**src/rtl/score_pkg.sv**
```systemverilog
// Shared types and constants for the score display controller.
// Segment codes are active-low, bit0 = a ... bit6 = g.
package score_pkg;

  typedef enum logic [1:0] {
    IDLE  = 2'd0,
    CONV  = 2'd1,
    LATCH = 2'd2
  } state_t;

  localparam int BLINK_CYCLES_DEF = 25000000;

  localparam logic [6:0] SEG_0 = 7'b1000000;
  localparam logic [6:0] SEG_1 = 7'b1111001;
  localparam logic [6:0] SEG_2 = 7'b0100100;
  localparam logic [6:0] SEG_3 = 7'b0110000;
  localparam logic [6:0] SEG_4 = 7'b0011001;
  localparam logic [6:0] SEG_5 = 7'b0010010;
  localparam logic [6:0] SEG_6 = 7'b0000010;
  localparam logic [6:0] SEG_7 = 7'b1111000;
  localparam logic [6:0] SEG_8 = 7'b0000000;
  localparam logic [6:0] SEG_9 = 7'b0010000;
  localparam logic [6:0] SEG_BLANK = 7'b1111111;

endpackage

```
**src/rtl/score_display_ctrl_seg7.sv**
```systemverilog
// BCD digit to active-low seven-segment pattern.
// Non-decimal codes light nothing.
module seg7_decode
  import score_pkg::*;
(
  input  logic [3:0] bcd,
  output logic [6:0] seg
);

  // Table lookup; codes 10..15 blank the digit
  always_comb begin
    seg = SEG_BLANK;
    case (bcd)
      4'd0: seg = SEG_0;
      4'd1: seg = SEG_1;
      4'd2: seg = SEG_2;
      4'd3: seg = SEG_3;
      4'd4: seg = SEG_4;
      4'd5: seg = SEG_5;
      4'd6: seg = SEG_6;
      4'd7: seg = SEG_7;
      4'd8: seg = SEG_8;
      4'd9: seg = SEG_9;
      default: seg = SEG_BLANK;
    endcase
  end

endmodule

```
**src/rtl/score_display_ctrl.sv**
```systemverilog
// Binary score to BCD (shift-and-add-3) with 3-digit 7-seg
// display, leading-zero blanking and game-over blinking.
module score_display_ctrl
  import score_pkg::*;
#(
  parameter int BLINK_CYCLES = BLINK_CYCLES_DEF
) (
  input  logic        CLOCK_50,
  input  logic        resetn,
  input  logic [7:0]  score_in,
  input  logic        score_valid,
  output logic        score_ready,
  input  logic        blank_lz,
  input  logic        game_over,
  output logic [11:0] bcd_out,
  output logic [6:0]  HEX2,
  output logic [6:0]  HEX1,
  output logic [6:0]  HEX0
);

  localparam int CW =
    (BLINK_CYCLES > 1) ? $clog2(BLINK_CYCLES) : 1;

  state_t state, next;
  logic [7:0]    shreg;
  logic [11:0]   scratch;
  logic [11:0]   adj;
  logic [2:0]    cnt;
  logic          accept;
  logic [CW-1:0] blink_cnt;
  logic          phase;
  logic [6:0]    seg2, seg1, seg0;
  logic          hz, tz;

  // State register
  always_ff @(posedge CLOCK_50 or negedge resetn) begin
    if (!resetn) state <= IDLE;
    else         state <= next;
  end

  // Next state and handshake
  always_comb begin
    next        = state;
    score_ready = 1'b0;
    accept      = 1'b0;
    unique case (state)
      IDLE: begin
        score_ready = 1'b1;
        accept      = score_valid;
        if (score_valid) next = CONV;
      end
      CONV:    if (cnt == 3'd7) next = LATCH;
      LATCH:   next = IDLE;
      default: next = IDLE;
    endcase
  end

  // Add-3 correction on each BCD nibble before shifting
  always_comb begin
    adj = scratch;
    for (int i = 0; i < 3; i++) begin
      if (scratch[i*4 +: 4] >= 4'd5)
        adj[i*4 +: 4] = scratch[i*4 +: 4] + 4'd3;
    end
  end

  // Conversion datapath and result latch
  always_ff @(posedge CLOCK_50 or negedge resetn) begin
    if (!resetn) begin
      shreg   <= '0;
      scratch <= '0;
      cnt     <= '0;
      bcd_out <= '0;
    end else begin
      if (accept) begin
        shreg   <= score_in;
        scratch <= '0;
        cnt     <= '0;
      end else if (state == CONV) begin
        scratch <= {adj[10:0], shreg[7]};
        shreg   <= {shreg[6:0], 1'b0};
        cnt     <= cnt + 3'd1;
      end else if (state == LATCH) begin
        bcd_out <= scratch;
      end
    end
  end

  // Blink half-period counter, cleared when not game over
  always_ff @(posedge CLOCK_50 or negedge resetn) begin
    if (!resetn) begin
      blink_cnt <= '0;
      phase     <= 1'b0;
    end else if (!game_over) begin
      blink_cnt <= '0;
      phase     <= 1'b0;
    end else if (blink_cnt == CW'(BLINK_CYCLES - 1)) begin
      blink_cnt <= '0;
      phase     <= ~phase;
    end else begin
      blink_cnt <= blink_cnt + 1'b1;
    end
  end

  seg7_decode u_d2 (.bcd(bcd_out[11:8]), .seg(seg2));
  seg7_decode u_d1 (.bcd(bcd_out[7:4]),  .seg(seg1));
  seg7_decode u_d0 (.bcd(bcd_out[3:0]),  .seg(seg0));

  // Leading-zero and blink masking of the digit patterns
  always_comb begin
    hz   = (bcd_out[11:8] == 4'd0);
    tz   = (bcd_out[7:4] == 4'd0);
    HEX2 = seg2;
    HEX1 = seg1;
    HEX0 = seg0;
    if (blank_lz && hz)       HEX2 = SEG_BLANK;
    if (blank_lz && hz && tz) HEX1 = SEG_BLANK;
    if (phase) begin
      HEX2 = SEG_BLANK;
      HEX1 = SEG_BLANK;
      HEX0 = SEG_BLANK;
    end
  end

endmodule

```
**config.mk**
```make
export PLATFORM = sky130hd
export DESIGN_NAME = score_display_ctrl
export DESIGN_NICKNAME = d
export VERILOG_FILES = /design/src/rtl/score_pkg.sv /design/src/rtl/score_display_ctrl_seg7.sv /design/src/rtl/score_display_ctrl.sv
export SDC_FILE = /design/constraint.sdc
export NUM_CORES = 1
export LEC_CHECK = 0
export BUFFER_PORTS_ARGS = -buffer_cell sky130_fd_sc_hd__buf_2
export CORE_MARGIN = 4
export CORE_UTILIZATION = 39
export DETAILED_ROUTE_END_ITERATION = 12
export SYNTH_ARGS = -nofsm -noshare
export SYNTH_HDL_FRONTEND = slang
export SYNTH_SLANG_ARGS = --single-unit
```
**constraint.sdc**
```tcl
create_clock -name CLOCK_50 -period 2 [get_ports CLOCK_50]
set_clock_uncertainty 0.05 [all_clocks]
set_input_delay 0.4 -clock CLOCK_50 [delete_from_list [all_inputs] [get_ports CLOCK_50]]
set_output_delay 0.4 -clock CLOCK_50 [all_outputs]
set_load 0.01 [all_outputs]
```
==> implementation parameters, run 1 <==
Parameter                              Value

Outcome
  Status    finished with violations
  Violations in the final reports    setup timing

Placed design
  Placed cells    576
  Placement Cell Area    4240 um2
  Detailed-placement wirelength estimate    5.55 mm
  Global placement routability congestion    0.836
  Number of buffers inserted by port buffering    46

Min path
  Launch instance of the worst min-delay path    score_in[5]
  End point of the most critical hold path    shreg[5]$_DFFE_PN0P_
  Min-Delay Path Depth    3
  Type of the worst min-delay path    in -> reg

Synthesis
  Total standard cell area after synthesis    3670 um2
  EDFF count, synth    0
  Average cell area after synthesis    9.05 um2
  Top flip-flop cell by instance count after synthesis    sky130_fd_sc_hd__dfrtp_1
  Share of async-settable or async-resettable flops after synthesis    100%
  Flip-flop and latch count after synthesis    63
  Sequential fraction of the synthesis area    42.9%
  Post-Syn Nets    443
  YS warnings    0
  Gate count of the mapped netlist    406
  Number of unique standard cell types used by synthesis    41

Routing
  Via count    3160
  Antenna Nets Post-Route    0
  Ratio of routed vias to standard cells    5.27
  DRT iter0 DRCs    145
  Drt pass-1 iters    4
  Routed WL    7.97 mm
  # DRC    0
  Post-detailed-route wirelength per cell    13.3 um

Layout
  Number of antenna cells inserted    0
  Most common cell after layout, fill and taps aside    sky130_fd_sc_hd__dfrtp_1
  Utilization of the core after routing    51.1%
  Non-filler cells, final    600
  Final Instance Area    4700 um2
  Final Net Count    521
  Fraction of final layout cells sized beyond drive strength 1    27.8%
  Most frequent cells in the layout    63 x sky130_fd_sc_hd__dfrtp_1, 45 x sky130_fd_sc_hd__o21ai_0, 45 x sky130_fd_sc_hd__buf_2
  Layout area overhead    27.9%

Job
  Number of maximum-capacitance violations    0

Critical path
  Arr. time, crit path    1820 ps
  Start of the worst register-to-register path    blink_cnt[6]$_DFF_PN0_
  CP endpoint kind    primary output
  CP bufs+invs    3
  Max stage delay cell, worst path    sky130_fd_sc_hd__dfrtp_1
  Stage delay of the slowest cell on the critical path    390 ps
  Classification of the worst setup path    reg -> out
  Worst endpoint required time    1550 ps
  Critical Path Source Type    flop
  Worst Reg2Reg Path Length in Cells    4
  Largest driver fanout on the critical path    2
  Destination of the worst register-to-register timing path    blink_cnt[24]$_DFF_PN0_
  Family with the most delay on the worst path    simple AND/OR/NAND/NOR gates
  Critical Path, Cell by Cell    inv_2 -> ha_4 -> nand4bb_4 -> nor4b_4 -> buf_4 -> a2111o_1 -> buf_2
  FF-to-FF setup slack    130 ps

Power and ir drop
  Power after layout    6.16 mW
  Worst vdd ir    519 uV
  Power Density    1310 nW/um2
  Static Leakage    2.12 nW

Timing
  Fin worst setup slack    -266 ps
  Highest attainable clock frequency    441 MHz
  Minimum clock period    2270 ps
  Final hold vios    0
  Final count of pins violating max slew    0
  Sum of negative setup slack    -1790 ps
  Endpoints failing setup    13
  Actual transition at the worst max-transition pin    1080 ps
  Period utilisation layout    113%
  RSZ-0062 raised after global routing    yes
  Worst slew margin    27.8%

CTS
  Htree depth    3
  Maximum buffer depth of the clock tree    2
  TritonCTS buffer count    9
  Clk sinks    63
  Clk Tree Root Cell    sky130_fd_sc_hd__clkbuf_8
  TritonCTS clock tree    yes
  Insertion delay of the later-clocked pin in the worst-skew pair    340 ps
  Reg clk slew, reported paths    70 ps

Die
  Core Box Area    9200 um2
  Die Footprint    11000 um2
  Effective utilization at floorplan    39.9%
  Die width    105 um
  Chip height    105 um
  Number of ports placed on the die boundary    47
  Row count    35

Global route
  Pin count of the biggest net entering global routing    47
  Aggregate global-route resource usage    14.9%
  Via count of the first global-routing pass    2959
  Number of antenna violations at the first check in global routing    0
  Wire length of the first global-routing pass    13.8 mm
  Final global-route overflow total    0
[worst register-to-register path: cells and delay by family, from the launching register on]
kind	cells	cell delay, ps
AND/OR/NAND/NOR	3	1230
flip-flops	1	380
AO/OA/AOI/OAI	1	140
[final cells by class]
| type | instances | area [um2] |
|---|---|---|
| Clock buffer | 14 | 183 |
| Clock inverter | 2 | 60.1 |
| Fill cell | 868 | 4500 |
| Inverter | 17 | 68.8 |
| Multi-Input combinational cell | 306 | 2090 |
| Sequential cell | 63 | 1580 |
| Tap cell | 111 | 139 |
| Timing Repair Buffer | 87 | 583 |
[registers in the layout, summed over array words and instances, names as in the netlist]
signal	count
state	2
cnt	3
shreg	8
phase	1
scratch	12
bcd_out	12
blink_cnt	25
[synth_stat cells (7+ instances only)]
master,number,share of area [%]
sky130_fd_sc_hd__mux2_2,8,2.5
sky130_fd_sc_hd__o21ai_0,48,6.5
sky130_fd_sc_hd__a22oi_1,7,1.4
sky130_fd_sc_hd__ha_1,24,8.2
sky130_fd_sc_hd__xnor2_1,11,2.6
sky130_fd_sc_hd__nor2b_1,15,2.6
sky130_fd_sc_hd__or3_1,9,1.5
sky130_fd_sc_hd__nor3_1,12,1.6
sky130_fd_sc_hd__inv_1,17,1.7
sky130_fd_sc_hd__nand2b_1,8,1.4
sky130_fd_sc_hd__a21oi_1,31,4.2
sky130_fd_sc_hd__dfrtp_1,63,43
sky130_fd_sc_hd__nand4_1,9,1.5
sky130_fd_sc_hd__nor2_1,26,2.7
sky130_fd_sc_hd__nand3_1,8,1.1
sky130_fd_sc_hd__clkbuf_1,17,1.7
sky130_fd_sc_hd__nand2_1,36,3.7
[timing repair]
| item | in CTS | in global routing |
|---|---|---|
| setup buffers | 3 | 4 |
| hold endpoints to repair | 17 | 0 |
| endpoints found under the setup margin | 18 | 26 |
| hold buffers | 1 | 0 |
| pin swaps | 4 | 13 |
| gates resized for setup | 13 | 26 |
[cells by family after synthesis]
group / synth area share, %
flip-flops: 42.9
AO/OA/AOI/OAI: 16.5
multiplexers: 3.27
buffers and inverters: 3.88
AND/OR/NAND/NOR: 21.2
XOR/XNOR: 4.05
adder cells (fa/ha/maj): 8.18
[per-layer routing]
layer  vias up  track usage [%]  wire (um)
met3         9             2.59        379
met2        71             22.0       3490
met1      1496             21.2       3970
met4         0             6.75        136
li1       1584                -          -
met5         -                0          0
[how the worst max path moves through the flow]
stage	slack (ps)	from	cells past startpoint	end
floorplan	70	bcd_out[9]$_DFFE_PN0P_	6	HEX1[0]
global placement	30	bcd_out[8]$_DFFE_PN0P_	7	HEX1[0]
detailed placement	0.05	bcd_out[8]$_DFFE_PN0P_	7	HEX1[3]
CTS	-300	bcd_out[8]$_DFFE_PN0P_	7	HEX1[4]
global route	-370	bcd_out[9]$_DFFE_PN0P_	7	HEX1[4]
finish	-270	bcd_out[9]$_DFFE_PN0P_	7	HEX1[4]
[per-stage QoR]
step | setup slack (ps) | hold WS, ps
floorplan | 66.5 | 54.4
detailed placement | 0.0515 | 322
CTS | -300 | 268
global placement | 29.1 | 322
finish | -266 | 289
global route | -372 | 299
[report_power, final]
group,internal [mW],switching (mW)
registers,1.56,0.247
clock network,0.840,0.483
logic,1.44,1.59
Power figures use the tool's default switching activity.
==> run 2, diff against run 1 <==
--- a/config.mk
+++ b/config.mk
@@ -5,6 +5,7 @@
 export SDC_FILE = /design/constraint.sdc
 export NUM_CORES = 1
 export LEC_CHECK = 0
+export ABC_AREA = 1
 export BUFFER_PORTS_ARGS = -buffer_cell sky130_fd_sc_hd__buf_2
 export CORE_MARGIN = 4
 export CORE_UTILIZATION = 39
==> implementation parameters, run 2 <==
Parameter                              Value

CTS
  Maximum buffer depth of the clock tree    2 (unchanged)
  TritonCTS buffer count    9 (unchanged)
  Htree depth    3 (unchanged)
  Clk sinks    63 (unchanged)
  Insertion delay of the later-clocked pin in the worst-skew pair    340 ps (about the same)
  TritonCTS clock tree    yes (unchanged)
  Clk Tree Root Cell    sky130_fd_sc_hd__clkbuf_8 (unchanged)
  Reg clk slew, reported paths    80 ps (was 70 ps)

Synthesis
  YS warnings    0 (unchanged)
  Total standard cell area after synthesis    3720 um2 (was 3670 um2)
  Gate count of the mapped netlist    469 (was 406)
  Dominant cell by count in the synthesized netlist    sky130_fd_sc_hd__nand2_1 (was sky130_fd_sc_hd__dfrtp_1)
  Largest area contributor in the synthesized netlist    sky130_fd_sc_hd__dfrtp_1 (unchanged)
  Sequential fraction of the synthesis area    42.4% (was 42.9%)
  Flip-flop and latch count after synthesis    63 (unchanged)
  Top flip-flop cell by instance count after synthesis    sky130_fd_sc_hd__dfrtp_1 (unchanged)
  Area share of the leading cell type in the synthesized netlist    42.4% (was 42.9%)
  Post-Syn Nets    506 (was 443)
  EDFF count, synth    0 (unchanged)
  Share of async-settable or async-resettable flops after synthesis    100% (unchanged)
  Number of unique standard cell types used by synthesis    32 (was 41)
  Most area-consuming cells after synthesis    sky130_fd_sc_hd__dfrtp_1 42%, sky130_fd_sc_hd__nand2_1 10%, sky130_fd_sc_hd__ha_1 8.1%, sky130_fd_sc_hd__nor2_1 6.3%, sky130_fd_sc_hd__o21ai_0 5.4% (was sky130_fd_sc_hd__dfrtp_1 43%, sky130_fd_sc_hd__ha_1 8.2%, sky130_fd_sc_hd__o21ai_0 6.5%, sky130_fd_sc_hd__a21oi_1 4.2%, sky130_fd_sc_hd__nand2_1 3.7%)
  Average cell area after synthesis    7.93 um2 (was 9.05 um2)
  Commonest cells in the netlist    102 x sky130_fd_sc_hd__nand2_1, 63 x sky130_fd_sc_hd__dfrtp_1, 62 x sky130_fd_sc_hd__nor2_1 (was 63 x sky130_fd_sc_hd__dfrtp_1, 48 x sky130_fd_sc_hd__o21ai_0, 36 x sky130_fd_sc_hd__nand2_1)

Power and ir drop
  Power Density    1390 nW/um2 (was 1310 nW/um2)
  Power after layout    6.31 mW (was 6.16 mW)
  Static Leakage    2.14 nW (was 2.12 nW)
  Worst vdd ir    465 uV (was 519 uV)

Critical path
  Destination of the worst register-to-register timing path    blink_cnt[21]$_DFF_PN0_ (was blink_cnt[24]$_DFF_PN0_)
  Start of the worst register-to-register path    blink_cnt[0]$_DFF_PN0_ (was blink_cnt[6]$_DFF_PN0_)
  Arr. time, crit path    1580 ps (was 1820 ps)
  Critical Path Source Type    flop (unchanged)
  Worst Reg2Reg Path Length in Cells    8 (was 4)
  Worst endpoint required time    1550 ps (about the same)
  Largest driver fanout on the critical path    7 (was 2)
  FF-to-FF setup slack    370 ps (was 130 ps)
  CP endpoint kind    primary output (unchanged)
  Classification of the worst setup path    reg -> out (unchanged)

Placed design
  Number of buffers inserted by port buffering    46 (unchanged)
  Global placement routability congestion    0.869 (was 0.836)
  Detailed-placement wirelength estimate    5.81 mm (was 5.55 mm)
  Placed cells    641 (was 576)

Die
  Chip height    106 um (was 105 um)
  Die width    106 um (was 105 um)
  Core Box Area    9240 um2 (was 9200 um2)
  Effective utilization at floorplan    40.2% (was 39.9%)
  Row count    35 (unchanged)
  Die Footprint    11200 um2 (was 11000 um2)
  Number of ports placed on the die boundary    47 (unchanged)

Timing
  Highest attainable clock frequency    492 MHz (was 441 MHz)
  Minimum clock period    2030 ps (was 2270 ps)
  Final hold vios    0 (unchanged)
  Period utilisation layout    102% (was 113%)
  Endpoints failing setup    9 (was 13)
  Sum of negative setup slack    -112 ps (was -1790 ps)
  RSZ-0062 raised after global routing    yes (unchanged)
  Actual transition at the worst max-transition pin    682 ps (was 1080 ps)
  Fin worst setup slack    -32.6 ps (was -266 ps)
  Worst-case hold slack    10.8 ps (was 289 ps)
  Worst slew margin    54.4% (was 27.8%)
  Final count of pins violating max slew    0 (unchanged)

Routing
  # DRC    0 (unchanged)
  Drt pass-1 iters    4 (unchanged)
  Via count    3257 (was 3160)
  Post-detailed-route wirelength per cell    12.3 um (was 13.3 um)
  Routed WL    8.29 mm (was 7.97 mm)
  DRT iter0 DRCs    195 (was 145)
  Antenna Nets Post-Route    0 (unchanged)
  Ratio of routed vias to standard cells    4.85 (was 5.27)

Layout
  Layout area overhead    22.4% (was 27.9%)
  Most common cell after layout, fill and taps aside    sky130_fd_sc_hd__nand2_1 (was sky130_fd_sc_hd__dfrtp_1)
  Number of fillers in the final layout    922 (was 868)
  Fraction of final layout cells sized beyond drive strength 1    26.3% (was 27.8%)
  Most frequent cells in the layout    100 x sky130_fd_sc_hd__nand2_1, 60 x sky130_fd_sc_hd__nor2_1, 58 x sky130_fd_sc_hd__dfrtp_1 (was 63 x sky130_fd_sc_hd__dfrtp_1, 45 x sky130_fd_sc_hd__o21ai_0, 45 x sky130_fd_sc_hd__buf_2)
  Number of antenna cells inserted    0 (unchanged)
  Area of combinational cells with multiple inputs    1990 um2 (was 2090 um2)
  Final Net Count    575 (was 521)
  Area occupied by registers    1580 um2 (about the same)
  Number of flip-flops under the largest register name    25 (unchanged)
  Register with the most flip-flops    blink_cnt (unchanged)
  Registers with the most flip-flops    blink_cnt (25), bcd_out (12), scratch (12) (unchanged)
  Non-filler cells, final    672 (was 600)

Outcome
  Violations in the final reports    setup timing (unchanged)
  Status    finished with violations (unchanged)

Global route
  Wire length of the first global-routing pass    14.5 mm (was 13.8 mm)
  Final global-route overflow total    0 (unchanged)
  Via count of the first global-routing pass    3261 (was 2959)
  Aggregate global-route resource usage    15.5% (was 14.9%)
  Number of antenna violations at the first check in global routing    0 (unchanged)
  Pin count of the biggest net entering global routing    64 (was 47)

Job
  Number of maximum-capacitance violations    0 (unchanged)

Min path
  Type of the worst min-delay path    in -> async (was in -> reg)
-- run 2: cell count changes after synthesis, sizes merged, moves of 8 or more --
| cell | previous run | this run |
|---|---|---|
| inv | 17 | 57 |
| nor2b | 15 | 0 |
| nand3 | 9 | 30 |
| nand2 | 36 | 108 |
| or3 | 9 | 0 |
| mux2 | 8 | 0 |
| nor2 | 26 | 72 |
| a21oi | 31 | 15 |
| clkbuf | 17 | 3 |
| nor3 | 12 | 3 |
| nand2b | 8 | 0 |
-- run 2: final cells by class --
type,instances,area share (%)
tap,129,3.55
sequential,63,34.8
clock inverter,7,2.14
inverter,57,4.76
clock buffer,9,2.72
multi-input combinational,343,43.7
timing repair buffer,64,8.38
-- run 2: logic make-up (layout without fill, tap and decap cells) --
kind of cell               count (synthesis)  after routing  synth area share [%]
buffers and inverters                     63            137                  6.86
adders and majority gates                 24             24                  8.08
AOI/OAI and AO/OA                         78             78                  11.8
DFF                                       63             63                  42.4
and+or+nand+nor                          226            226                  27.3
xor gates and xnor gates                  15             15                  3.53
-- run 2: repair_timing --
item                                    4_1_cts  5_1_grt
gates resized for setup                      33       18
setup buffers                                14        1
pin swaps                                     6        4
endpoints found under the setup margin       20       21
hold buffers                                  0        0
-- run 2: how the worst max path moves through the flow --
stage | end | cells past startpoint | slack [ps] | startpoint
finish | HEX1[0] | 6 | -30 | bcd_out[9]$_DFFE_PN0P_
global route | HEX1[1] | 5 | -110 | bcd_out[11]$_DFFE_PN0P_
CTS | HEX1[5] | 6 | -50 | bcd_out[8]$_DFFE_PN0P_
detailed placement | HEX2[6] | 7 | 100 | bcd_out[8]$_DFFE_PN0P_
global placement | HEX2[6] | 7 | 170 | bcd_out[8]$_DFFE_PN0P_
floorplan | HEX2[0] | 6 | 250 | bcd_out[8]$_DFFE_PN0P_
-- run 2: stage by stage --
stage	worst slack, ps	util, %	instance area (um2)
2_1_floorplan	245	-	3720
3_5_place_dp	104	44.4	4110
4_1_cts	-53.4	48.7	4500
3_3_place_gp	169	44.4	4110
6_report	-32.6	49.3	4550
5_1_grt	-112	49.3	4550
-- run 2: power breakdown --
part | switching [mW] | internal, mW | leakage, nW | total (mW)
Combinational | 1.80 | 1.37 | 1.22 | 3.17
Clock | 0.514 | 0.703 | 0.105 | 1.22
Sequential | 0.296 | 1.63 | 0.813 | 1.92
-- run 2: worst max-delay path, cell delays in order (launching register included) --
cell and delay (ps):
sky130_fd_sc_hd__dfrtp_1 390, sky130_fd_sc_hd__inv_2 90, sky130_fd_sc_hd__ha_4 140, sky130_fd_sc_hd__nand3_2 70, sky130_fd_sc_hd__nand3b_1 280, sky130_fd_sc_hd__nand3_1 140, sky130_fd_sc_hd__buf_2 140
-- run 2: routing by layer --
layer	wire length (um)	GRT usage, %
met5	0	0
met4	158	7.12
met3	330	2.27
met2	3640	24.8
met1	4160	20.7
==> run 3, diff against run 2 <==
==> constraint.sdc (replaced) <==
create_clock -name CLOCK_50 -period 2 [get_ports CLOCK_50]
set_clock_uncertainty 0.05 [all_clocks]
set_input_delay 0.4 -clock CLOCK_50 [delete_from_list [all_inputs] [get_ports CLOCK_50]]
set_output_delay 0.4 -clock CLOCK_50 [all_outputs]
set_load 0.02 [all_outputs]
==> implementation parameters, run 3 (synthesis gave the netlist of run 2 again) <==
Parameter                              Value

Power and ir drop
  Sequential share of power    27.2% (was 30.5%)
  Switching power summed over all nets    3.11 mW (was 2.61 mW)
  Portion of total power attributed to the clock network    15.3% (was 19.3%)
  Static Leakage    2.21 nW (was 2.14 nW)
  Proportion of total power due to net switching    43.3% (was 41.3%)
  Int Pwr    4.07 mW (was 3.70 mW)
  Combinational share of power    57.5% (was 50.2%)
  Power Density    1510 nW/um2 (was 1390 nW/um2)
  Worst vdd ir    735 uV (was 465 uV)

Critical path
  FF-to-FF setup slack    380 ps (was 370 ps)
  Critical Path Source Type    flop (unchanged)
  Arr. time, crit path    1600 ps (was 1580 ps)
  Destination of the worst register-to-register timing path    scratch[6]$_DFFE_PN0P_ (was blink_cnt[21]$_DFF_PN0_)
  CP endpoint kind    primary output (unchanged)
  Max stage delay cell, worst path    sky130_fd_sc_hd__dfrtp_1 (unchanged)
  Stage delay of the slowest cell on the critical path    380 ps (was 390 ps)
  Critical Path, Cell by Cell    inv_2 -> ha_4 -> nand3_2 -> nand3b_1 -> nand3_1 -> buf_6 (was inv_2 -> ha_4 -> nand3_2 -> nand3b_1 -> nand3_1 -> buf_2)
  Worst Reg2Reg Path Length in Cells    7 (was 8)
  Largest driver fanout on the critical path    7 (unchanged)
  Classification of the worst setup path    reg -> out (unchanged)
  Start of the worst register-to-register path    scratch[4]$_DFFE_PN0P_ (was blink_cnt[0]$_DFF_PN0_)
  Worst endpoint required time    1550 ps (about the same)

Layout
  Number of antenna cells inserted    0 (unchanged)
  Fraction of final layout cells sized beyond drive strength 1    29.1% (was 26.3%)
  Number of fillers in the final layout    865 (was 922)
  Non-filler cells, final    679 (was 672)
  Area occupied by registers    1590 um2 (was 1580 um2)
  Layout area overhead    28.2% (was 22.4%)
  Registers with the most flip-flops    blink_cnt (25), bcd_out (12), scratch (12) (unchanged)
  Most common cell after layout, fill and taps aside    sky130_fd_sc_hd__nand2_1 (unchanged)
  Final Net Count    582 (was 575)
  Register with the most flip-flops    blink_cnt (unchanged)
  Most frequent cells in the layout    97 x sky130_fd_sc_hd__nand2_1, 60 x sky130_fd_sc_hd__nor2_1, 56 x sky130_fd_sc_hd__dfrtp_1 (was 100 x sky130_fd_sc_hd__nand2_1, 60 x sky130_fd_sc_hd__nor2_1, 58 x sky130_fd_sc_hd__dfrtp_1)
  Area of combinational cells with multiple inputs    2070 um2 (was 1990 um2)
  Final Instance Area    4770 um2 (was 4550 um2)
  Number of flip-flops under the largest register name    25 (unchanged)

Die
  Die Footprint    11200 um2 (unchanged)
  Row count    35 (unchanged)
  Number of ports placed on the die boundary    47 (unchanged)
  Chip height    106 um (unchanged)
  Effective utilization at floorplan    40.2% (unchanged)
  Die width    106 um (unchanged)
  Core Box Area    9240 um2 (unchanged)

Routing
  Post-detailed-route wirelength per cell    12.4 um (was 12.3 um)
  Drt pass-1 iters    6 (was 4)
  Antenna Nets Post-Route    0 (unchanged)
  Ratio of routed vias to standard cells    4.87 (was 4.85)
  Via count    3305 (was 3257)
  DRT iter0 DRCs    177 (was 195)
  # DRC    0 (unchanged)
  Routed WL    8.41 mm (was 8.29 mm)

Placed design
  Global placement routability congestion    0.874 (was 0.869)
  Detailed-placement wirelength estimate    5.75 mm (was 5.81 mm)
  Placed cells    642 (was 641)
  Placement Cell Area    4110 um2 (about the same)
  Number of buffers inserted by port buffering    46 (unchanged)
  Pre-CTS worst setup slack    81.0 ps (was 104 ps)

CTS
  Maximum buffer depth of the clock tree    2 (unchanged)
  TritonCTS buffer count    9 (unchanged)
  Reg clk slew, reported paths    70 ps (was 80 ps)
  Htree depth    3 (unchanged)
  Clk sinks    63 (unchanged)
  Insertion delay of the later-clocked pin in the worst-skew pair    340 ps (about the same)
  TritonCTS clock tree    yes (unchanged)
  Clk Tree Root Cell    sky130_fd_sc_hd__clkbuf_8 (unchanged)

Timing
  Fin worst setup slack    -45.8 ps (was -32.6 ps)
  Worst slew margin    56.5% (was 54.4%)
  Period utilisation layout    102% (about the same)
  Endpoints failing setup    10 (was 9)
  Sum of negative setup slack    -288 ps (was -112 ps)
  Final count of pins violating max slew    0 (unchanged)
  Minimum clock period    2050 ps (was 2030 ps)
  Final hold vios    0 (unchanged)
  Highest attainable clock frequency    489 MHz (was 492 MHz)
  Worst-case hold slack    8.05 ps (was 10.8 ps)
  RSZ-0062 raised after global routing    yes (unchanged)
  Actual transition at the worst max-transition pin    651 ps (was 682 ps)

Outcome
  Violations in the final reports    setup timing (unchanged)
  Status    finished with violations (unchanged)

Job
  Number of maximum-capacitance violations    0 (unchanged)

Global route
  Wire length of the first global-routing pass    14.3 mm (was 14.5 mm)
  Pin count of the biggest net entering global routing    64 (unchanged)
  Aggregate global-route resource usage    15.4% (was 15.5%)
  Final global-route overflow total    0 (unchanged)
  Number of antenna violations at the first check in global routing    0 (unchanged)
  Via count of the first global-routing pass    3154 (was 3261)

Min path
  Type of the worst min-delay path    in -> async (unchanged)
run 3: per-layer routing:
layer | part of all wire [%] | track usage, % | up-vias
met3 | 3.7 | 2.88 | 16
met5 | 0 | 0 | -
met2 | 46 | 24.5 | 70
li1 | - | - | 1670
met1 | 48 | 20.4 | 1549
met4 | 2.1 | 6.66 | 0
run 3: how the worst max path moves through the flow:
stage | startpoint | to | slack, ps | cells after the start
after floorplan | bcd_out[8]$_DFFE_PN0P_ | HEX2[0] | 70 | 6
after global placement | bcd_out[8]$_DFFE_PN0P_ | HEX2[0] | 150 | 7
after detailed placement | bcd_out[8]$_DFFE_PN0P_ | HEX2[6] | 80 | 7
after CTS | bcd_out[9]$_DFFE_PN0P_ | HEX1[1] | -50 | 6
after global routing | bcd_out[8]$_DFFE_PN0P_ | HEX1[1] | -150 | 6
final | bcd_out[9]$_DFFE_PN0P_ | HEX1[1] | -50 | 6
run 3: through the flow:
stage | power [mW] | util (%)
6_report | 7.17 | 51.6
5_1_grt | 7.77 | 51.6
4_1_cts | 6.82 | 49.6
3_5_place_dp | 5.05 | 44.5
3_3_place_gp | 4.99 | 44.5
2_1_floorplan | 4.16 | -
run 3: power by group through the flow:
stage	Combinational (mW)	Sequential (mW)	Clock, mW
finish	4.13	1.95	1.10
global route	4.58	2.01	1.19
CTS	3.78	1.91	1.13
detailed placement	3.10	1.95	0
global placement	3.06	1.93	0
floorplan	2.16	2.00	0
run 3: worst max-delay path: cells and delay by family, from the launching register on:
kind | cells | cell delay, ps
fa+ha+maj | 1 | 140
buf+inv | 2 | 220
flops | 1 | 380
simple gates | 3 | 520
run 3: cell type report:
class                           instances  share of cell area (%)
Tap cell                              129                    3.39
Sequential cell                        63                    33.3
Inverter                               57                    4.65
Multi-Input combinational cell        343                    43.4
Timing Repair Buffer                   71                    11.2
Clock inverter                          5                    1.21
Clock buffer                           11                    2.97
run 3: timing repair:
action	in CTS	in global routing
pin swaps	10	19
hold buffers	0	0
hold endpoints to repair	0	0
endpoints found under the setup margin	21	21
gates resized for setup	61	41
setup buffers	18	3
